<file path="config.mk">
export PLATFORM = sky130hd
export DESIGN_NAME = mem_bus_arbiter_flat
export DESIGN_NICKNAME = d
export VERILOG_FILES = /design/src/rtl/mem_bus_arbiter_if.sv /design/src/rtl/mem_bus_arbiter.sv /design/src/flat_wrapper.sv
export SDC_FILE = /design/constraint.sdc
export NUM_CORES = 1
export LEC_CHECK = 0
export BUFFER_PORTS_ARGS = -buffer_cell sky130_fd_sc_hd__buf_2
export CAP_MARGIN = 20
export CORE_AREA = 5 5 114 116
export CTS_CLUSTER_DIAMETER = 60
export DETAILED_ROUTE_END_ITERATION = 16
export DIE_AREA = 0 0 119 121
export PLACE_DENSITY = 0.74
export SLEW_MARGIN = 20
export SYNTH_ARGS = -nofsm -noshare
export SYNTH_HDL_FRONTEND = slang
export SYNTH_SLANG_ARGS = --single-unit
export TNS_END_PERCENT = 1
</file>
<file path="constraint.sdc">
create_clock -name clk -period 3.4 [get_ports clk]
set_clock_uncertainty 0.2 [all_clocks]
set_input_delay 0.17 -clock clk [delete_from_list [all_inputs] [get_ports clk]]
set_output_delay 0.17 -clock clk [all_outputs]
set_load 0.02 [all_outputs]
</file>
<file path="src/rtl/mem_bus_arbiter_if.sv">
// Bus bundle between two masters, the arbiter and the data memory.
// Handshake: a master holds reqN high to ask for the bus; an access is
// accepted in every cycle where reqN & gntN are both high, one per cycle.
// Read data returns one cycle after acceptance with a single-cycle rvalidN.
// The master modport belongs to the masters and memory side; the slave
// modport belongs to the arbiter.
interface mem_bus_arbiter_if;
  logic        req0;
  logic        req1;
  logic        we0;
  logic        we1;
  logic [31:0] addr0;
  logic [31:0] addr1;
  logic [31:0] wdata0;
  logic [31:0] wdata1;
  logic        gnt0;
  logic        gnt1;
  logic        rvalid0;
  logic        rvalid1;
  logic [31:0] rdata0;
  logic [31:0] rdata1;
  logic        MemWrite;
  logic [31:0] DataAdr;
  logic [31:0] WriteData;
  logic [31:0] ReadData;

  modport master (
    output req0, req1, we0, we1, addr0, addr1, wdata0, wdata1, ReadData,
    input  gnt0, gnt1, rvalid0, rvalid1, rdata0, rdata1,
           MemWrite, DataAdr, WriteData
  );

  modport slave (
    input  req0, req1, we0, we1, addr0, addr1, wdata0, wdata1, ReadData,
    output gnt0, gnt1, rvalid0, rvalid1, rdata0, rdata1,
           MemWrite, DataAdr, WriteData
  );
endinterface

</file>
<file path="src/rtl/mem_bus_arbiter.sv">
// Two-master round-robin arbiter for a single data-memory port.
// M0 is the core, M1 the debug/DMA agent. An owner keeps the bus for up to
// MAX_BURST accepted accesses while the other master waits, then ownership
// rotates without a bubble. Memory reads are combinational; read data is
// registered back to the requester one cycle after acceptance.
// Optional feature macro: ARB_STATS_EN adds grants0/grants1/wait_cycles
// saturating counters. dbg_state exposes the FSM state (0 IDLE, 1 OWN0,
// 2 OWN1).
module mem_bus_arbiter #(
  parameter int MAX_BURST = 4,
  parameter int CNT_W     = 16
) (
  input  logic              clk,
  input  logic              reset,
  mem_bus_arbiter_if.slave  bus,
  output logic [1:0]        dbg_state
`ifdef ARB_STATS_EN
  ,
  output logic [CNT_W-1:0]  grants0,
  output logic [CNT_W-1:0]  grants1,
  output logic [CNT_W-1:0]  wait_cycles
`endif
);

  typedef enum logic [1:0] {
    IDLE = 2'd0,
    OWN0 = 2'd1,
    OWN1 = 2'd2
  } state_t;

  localparam int BW = (MAX_BURST > 1) ? $clog2(MAX_BURST) : 1;
  localparam logic [BW-1:0] BURST_LAST = BW'(MAX_BURST - 1);

  state_t        state_q, state_d;
  logic          last_q, last_d;
  logic [BW-1:0] burst_q, burst_d;
  logic          gnt0_q, gnt0_d;
  logic          gnt1_q, gnt1_d;
  logic          rvalid0_q, rvalid0_d;
  logic          rvalid1_q, rvalid1_d;
  logic [31:0]   rdata0_q, rdata0_d;
  logic [31:0]   rdata1_q, rdata1_d;
  logic          acc0, acc1;
  logic          enter0, enter1;

  // Accepted accesses this cycle; grant flops mirror the owned state.
  assign acc0 = bus.req0 & gnt0_q;
  assign acc1 = bus.req1 & gnt1_q;

  // Next ownership, burst count and tie-break memory.
  always_comb begin
    state_d = state_q;
    last_d  = last_q;
    burst_d = burst_q;
    unique case (state_q)
      IDLE: begin
        if (bus.req0 && bus.req1) begin
          state_d = last_q ? OWN0 : OWN1;
        end else if (bus.req0) begin
          state_d = OWN0;
        end else if (bus.req1) begin
          state_d = OWN1;
        end
      end
      OWN0: begin
        if (!bus.req0) begin
          state_d = bus.req1 ? OWN1 : IDLE;
        end else begin
          // Burst saturates so a lone owner keeps the bus indefinitely.
          if (burst_q != BURST_LAST) burst_d = burst_q + BW'(1);
          if (bus.req1 && (burst_q == BURST_LAST)) state_d = OWN1;
        end
      end
      OWN1: begin
        if (!bus.req1) begin
          state_d = bus.req0 ? OWN0 : IDLE;
        end else begin
          if (burst_q != BURST_LAST) burst_d = burst_q + BW'(1);
          if (bus.req0 && (burst_q == BURST_LAST)) state_d = OWN0;
        end
      end
      default: state_d = IDLE;
    endcase
    enter0 = (state_d == OWN0) && (state_q != OWN0);
    enter1 = (state_d == OWN1) && (state_q != OWN1);
    // A fresh tenure restarts the burst and records who went last.
    if (enter0) begin
      last_d  = 1'b0;
      burst_d = '0;
    end else if (enter1) begin
      last_d  = 1'b1;
      burst_d = '0;
    end
    gnt0_d = (state_d == OWN0);
    gnt1_d = (state_d == OWN1);
  end

  // Read return: capture memory data for an accepted read, else hold.
  always_comb begin
    rvalid0_d = acc0 & ~bus.we0;
    rvalid1_d = acc1 & ~bus.we1;
    rdata0_d  = rvalid0_d ? bus.ReadData : rdata0_q;
    rdata1_d  = rvalid1_d ? bus.ReadData : rdata1_q;
  end

  // Arbiter state and registered outputs with synchronous active-low reset.
  always_ff @(posedge clk) begin
    if (!reset) begin
      state_q   <= IDLE;
      last_q    <= 1'b1;
      burst_q   <= '0;
      gnt0_q    <= 1'b0;
      gnt1_q    <= 1'b0;
      rvalid0_q <= 1'b0;
      rvalid1_q <= 1'b0;
      rdata0_q  <= '0;
      rdata1_q  <= '0;
    end else begin
      state_q   <= state_d;
      last_q    <= last_d;
      burst_q   <= burst_d;
      gnt0_q    <= gnt0_d;
      gnt1_q    <= gnt1_d;
      rvalid0_q <= rvalid0_d;
      rvalid1_q <= rvalid1_d;
      rdata0_q  <= rdata0_d;
      rdata1_q  <= rdata1_d;
    end
  end

  // Memory port follows the owner only; a non-owner never reaches memory.
  always_comb begin
    bus.MemWrite  = 1'b0;
    bus.DataAdr   = '0;
    bus.WriteData = '0;
    if (gnt0_q) begin
      bus.MemWrite  = bus.req0 & bus.we0;
      bus.DataAdr   = bus.addr0;
      bus.WriteData = bus.wdata0;
    end else if (gnt1_q) begin
      bus.MemWrite  = bus.req1 & bus.we1;
      bus.DataAdr   = bus.addr1;
      bus.WriteData = bus.wdata1;
    end
  end

  assign bus.gnt0    = gnt0_q;
  assign bus.gnt1    = gnt1_q;
  assign bus.rvalid0 = rvalid0_q;
  assign bus.rvalid1 = rvalid1_q;
  assign bus.rdata0  = rdata0_q;
  assign bus.rdata1  = rdata1_q;
  assign dbg_state   = state_q;

`ifdef ARB_STATS_EN
  logic [CNT_W-1:0] grants0_q, grants0_d;
  logic [CNT_W-1:0] grants1_q, grants1_d;
  logic [CNT_W-1:0] wait_q, wait_d;

  // Saturating statistics: tenure entries and cycles with a waiting master.
  always_comb begin
    grants0_d = grants0_q;
    grants1_d = grants1_q;
    wait_d    = wait_q;
    if (enter0 && (grants0_q != '1)) grants0_d = grants0_q + CNT_W'(1);
    if (enter1 && (grants1_q != '1)) grants1_d = grants1_q + CNT_W'(1);
    if (((bus.req0 & ~gnt0_q) | (bus.req1 & ~gnt1_q)) && (wait_q != '1))
      wait_d = wait_q + CNT_W'(1);
  end

  // Statistics registers, cleared by reset.
  always_ff @(posedge clk) begin
    if (!reset) begin
      grants0_q <= '0;
      grants1_q <= '0;
      wait_q    <= '0;
    end else begin
      grants0_q <= grants0_d;
      grants1_q <= grants1_d;
      wait_q    <= wait_d;
    end
  end

  assign grants0     = grants0_q;
  assign grants1     = grants1_q;
  assign wait_cycles = wait_q;
`endif

endmodule

</file>
<file path="src/flat_wrapper.sv">
// flat-port wrapper written by rule: the top's interface ports become plain ports
module mem_bus_arbiter_flat 
#(
  parameter int MAX_BURST = 4,
  parameter int CNT_W     = 16
)
  (clk, reset, dbg_state, bus_req0, bus_req1, bus_we0, bus_we1, bus_addr0, bus_addr1, bus_wdata0, bus_wdata1, bus_ReadData, bus_gnt0, bus_gnt1, bus_rvalid0, bus_rvalid1, bus_rdata0, bus_rdata1, bus_MemWrite, bus_DataAdr, bus_WriteData);
  mem_bus_arbiter_if bus_i ();
  input  logic clk;
  input  logic reset;
  output logic [1:0] dbg_state;
  input wire logic [$bits(bus_i.req0)-1:0] bus_req0;
  input wire logic [$bits(bus_i.req1)-1:0] bus_req1;
  input wire logic [$bits(bus_i.we0)-1:0] bus_we0;
  input wire logic [$bits(bus_i.we1)-1:0] bus_we1;
  input wire logic [$bits(bus_i.addr0)-1:0] bus_addr0;
  input wire logic [$bits(bus_i.addr1)-1:0] bus_addr1;
  input wire logic [$bits(bus_i.wdata0)-1:0] bus_wdata0;
  input wire logic [$bits(bus_i.wdata1)-1:0] bus_wdata1;
  input wire logic [$bits(bus_i.ReadData)-1:0] bus_ReadData;
  output wire logic [$bits(bus_i.gnt0)-1:0] bus_gnt0;
  output wire logic [$bits(bus_i.gnt1)-1:0] bus_gnt1;
  output wire logic [$bits(bus_i.rvalid0)-1:0] bus_rvalid0;
  output wire logic [$bits(bus_i.rvalid1)-1:0] bus_rvalid1;
  output wire logic [$bits(bus_i.rdata0)-1:0] bus_rdata0;
  output wire logic [$bits(bus_i.rdata1)-1:0] bus_rdata1;
  output wire logic [$bits(bus_i.MemWrite)-1:0] bus_MemWrite;
  output wire logic [$bits(bus_i.DataAdr)-1:0] bus_DataAdr;
  output wire logic [$bits(bus_i.WriteData)-1:0] bus_WriteData;
  assign bus_i.req0 = bus_req0;
  assign bus_i.req1 = bus_req1;
  assign bus_i.we0 = bus_we0;
  assign bus_i.we1 = bus_we1;
  assign bus_i.addr0 = bus_addr0;
  assign bus_i.addr1 = bus_addr1;
  assign bus_i.wdata0 = bus_wdata0;
  assign bus_i.wdata1 = bus_wdata1;
  assign bus_i.ReadData = bus_ReadData;
  assign bus_gnt0 = bus_i.gnt0;
  assign bus_gnt1 = bus_i.gnt1;
  assign bus_rvalid0 = bus_i.rvalid0;
  assign bus_rvalid1 = bus_i.rvalid1;
  assign bus_rdata0 = bus_i.rdata0;
  assign bus_rdata1 = bus_i.rdata1;
  assign bus_MemWrite = bus_i.MemWrite;
  assign bus_DataAdr = bus_i.DataAdr;
  assign bus_WriteData = bus_i.WriteData;
  mem_bus_arbiter #(.MAX_BURST(MAX_BURST), .CNT_W(CNT_W)) u_core (.clk(clk), .reset(reset), .bus(bus_i), .dbg_state(dbg_state));
endmodule
</file>
==> results.json <==
{
  "ys_seq_elements": 73,
  "synth.distinct_cells": 34,
  "dp.final_hpwl_um": 12000,
  "slew_headroom_pct": 41.3,
  "via_count": 4211,
  "placed_area_sq_um": 5190,
  "max-vdd-ir-drop_v": 0.000298,
  "synthCells": 411,
  "drive_gt1_share_pct": 50.8,
  "syn_nets": 578,
  "syn_area_per_cell_sq_um": 9.08,
  "status": "finished, final reports clean",
  "post_drt_wl_per_cell_um": 17.7,
  "grtUsageTotal_pct": 19.9,
  "grt_pass1_vias": 4056,
  "clk_latency_ns": 0.32,
  "die-width_um": 119,
  "gp_congestion": 0.826,
  "async_reset_ff_share_pct": 0,
  "max_freq_ghz": 0.402,
  "grt_pass1_wl_um": 22400,
  "grt_antenna_before_repair": 6,
  "required_ns": 3.03,
  "setup_viol": 0,
  "fp.coreArea_sq_um": 11800,
  "first_pass_iters": 4,
  "cts_setup_buffers": 0,
  "num_io_pins": 301,
  "htreeDepth": 3,
  "synth_top_area_share_pct": 39.2,
  "die_h_um": 121,
  "hold_viol": 0,
  "rows": 40,
  "routed_wl_um": 15500,
  "area_growth_syn_to_layout_pct": 55.8,
  "start_util_pct": 31.6,
  "yosysMostFrequentCell": "nand2_1",
  "finalCritPeriodShare_pct": 73.1,
  "setup.worst_path.start_class": "register",
  "cts_tree": "built",
  "route.detailed.drc": 0,
  "fin_crit_ns": 2.49,
  "finalMaxSlewViolations": 0,
  "synth_common_cells": "114 x nand2_1, 73 x dfxtp_1, 63 x a22o_1",
  "layout.nets": 886,
  "netlist_area_sq_um": 3730,
  "final_antenna_net_count": 0,
  "drtIter0Drc": 267,
  "synth-seq-area-share_pct": 39.2,
  "overflow": 0,
  "clockRootBuffer": "clkbuf_16",
  "worstPathMaxFanout": 63,
  "maxCapViolCount": 0,
  "crit_type": "reg -> out",
  "final_area_sq_um": 5810,
  "clkTransAtPathRegs_ns": 0.06,
  "numPortBuffers": 300,
  "cp.arrival_ns": 2.12,
  "tns_ns": 0,
  "n_fill_cell": 1156,
  "ys.flop_type": "dfxtp_1",
  "dieArea_sq_um": 14400,
  "rsz0062_at_grt": "no",
  "p_leak_nw": 2.85,
  "cts_sinks": 73,
  "vias_per_cell": 4.82,
  "synth_edf_count": 0,
  "synth_top_area_cell": "dfxtp_1",
  "numCtsBuffers": 9,
  "hold_slack_ns": 0.0130,
  "grt_max_degree": 64,
  "hold_path.class": "in -> reg",
  "endpoint_kind": "output pin",
  "synthTopCellsByArea": "dfxtp_1 39%, a22o_1 15%, nand2_1 11%",
  "yosysWarnings": 0,
  "power_density_nw_per_um2": 401,
  "cts_buffer_depth": 2,
  "worst_slew_pin_slew_ns": 0.880,
  "final_util_pct": 49.2
}
==> worst max-delay path, cell delays in order, from the launching register on <==
cell,delay (ns)
dfxtp_2,0.52
buf_4,0.53
nor2b_4,0.08
buf_12,0.21
a22o_1,0.23
buf_2,0.17
==> what timing repair did <==
action	4_1_cts	5_1_grt
hold buffers	32	0
endpoints found under the hold margin	64	0
gates resized for setup	0	0
==> metal layers <==
| metal | routed length, um | share of wire [%] | GRT usage (%) |
|---|---|---|---|
| met4 | 241 | 1.6 | 5.94 |
| met1 | 6250 | 40 | 24.5 |
| met2 | 7250 | 47 | 31.2 |
| met3 | 1690 | 11 | 8.90 |
| met5 | 59 | 0.38 | 0 |
==> stage by stage <==
step | std cells | total power [mW] | setup WS, ns
global route | 873 | 2.43 | 0.841
CTS | 871 | 2.36 | 0.956
floorplan | 411 | 1.17 | 1.68
global placement | 823 | 1.37 | 1.32
finish | 874 | 2.33 | 0.913
detailed placement | 823 | 1.37 | 1.31
==> final cells by class <==
cell class | instances | area, sq um | area share (%)
sequential | 73 | 1460 | 25.2
antenna | 3 | 7.51 | 0.129
inverter | 3 | 11.3 | 0.194
multi-input combinational | 295 | 1980 | 34.1
clock inverter | 6 | 67.6 | 1.16
clock buffer | 10 | 229 | 3.94
timing repair buffer | 337 | 1870 | 32.2
tap | 147 | 184 | 3.16
==> cell usage in the layout, fill, tap and decap left out, drive strengths merged, types with 3 or more instances in the layout <==
cell type    Yosys  routed
a221oi           4       4
a21o             3       3
buf             31     305
clkbuf           9      10
a22o            63      63
a21boi          64      64
diode            0       3
nand3            4       4
dfxtp           73      73
dlygate4sd3      0      32
inv              3       4
nand2          134     134
==> state kept, by name, summed over array words and instances, names as in the netlist <==
| register | flops |
|---|---|
| u_core.bus.rdata0 | 32 |
| u_core.burst_q | 2 |
| u_core.bus.gnt0 | 1 |
| u_core.dbg_state | 2 |
| u_core.bus.rvalid0 | 1 |
| u_core.bus.rvalid1 | 1 |
| u_core.bus.rdata1 | 32 |
| u_core.last_q | 1 |
| u_core.bus.gnt1 | 1 |
==> cell families after synthesis <==
logic type | after synthesis | share of synthesized area, %
AND/OR/NAND/NOR | 149 | 18.6
AO/OA/AOI/OAI | 144 | 33.6
flip-flops | 73 | 39.2
buffers and inverters | 43 | 8.01
multiplexers | 1 | 0.268
adder cells (fa/ha/maj) | 1 | 0.335
==> path summary, 6_finish.rpt <==
path | startpoint | endpoint | slack (ns) | depth (start not counted)
hold / removal | bus_req1 | u_core.dbg_state[1] | 0.01 | 3
setup / recovery | u_core.bus.gnt0 | bus_WriteData[4] | 0.91 | 5
setup reg to reg | u_core.bus.gnt0 | u_core.bus.rdata0[0] | 1.47 | 3
hold reg to reg | u_core.bus.rdata1[26] | u_core.bus.rdata1[26] | 0.25 | 2
==> where the power goes <==
group / switching [mW] / total [mW] / internal [mW]
Sequential: 0.0192 / 0.895 / 0.875
Clock: 0.372 / 0.943 / 0.571
Combinational: 0.269 / 0.492 / 0.223
Total: 0.660 / 2.33 / 1.67
Note: power is estimated with default switching activity, not from simulation.
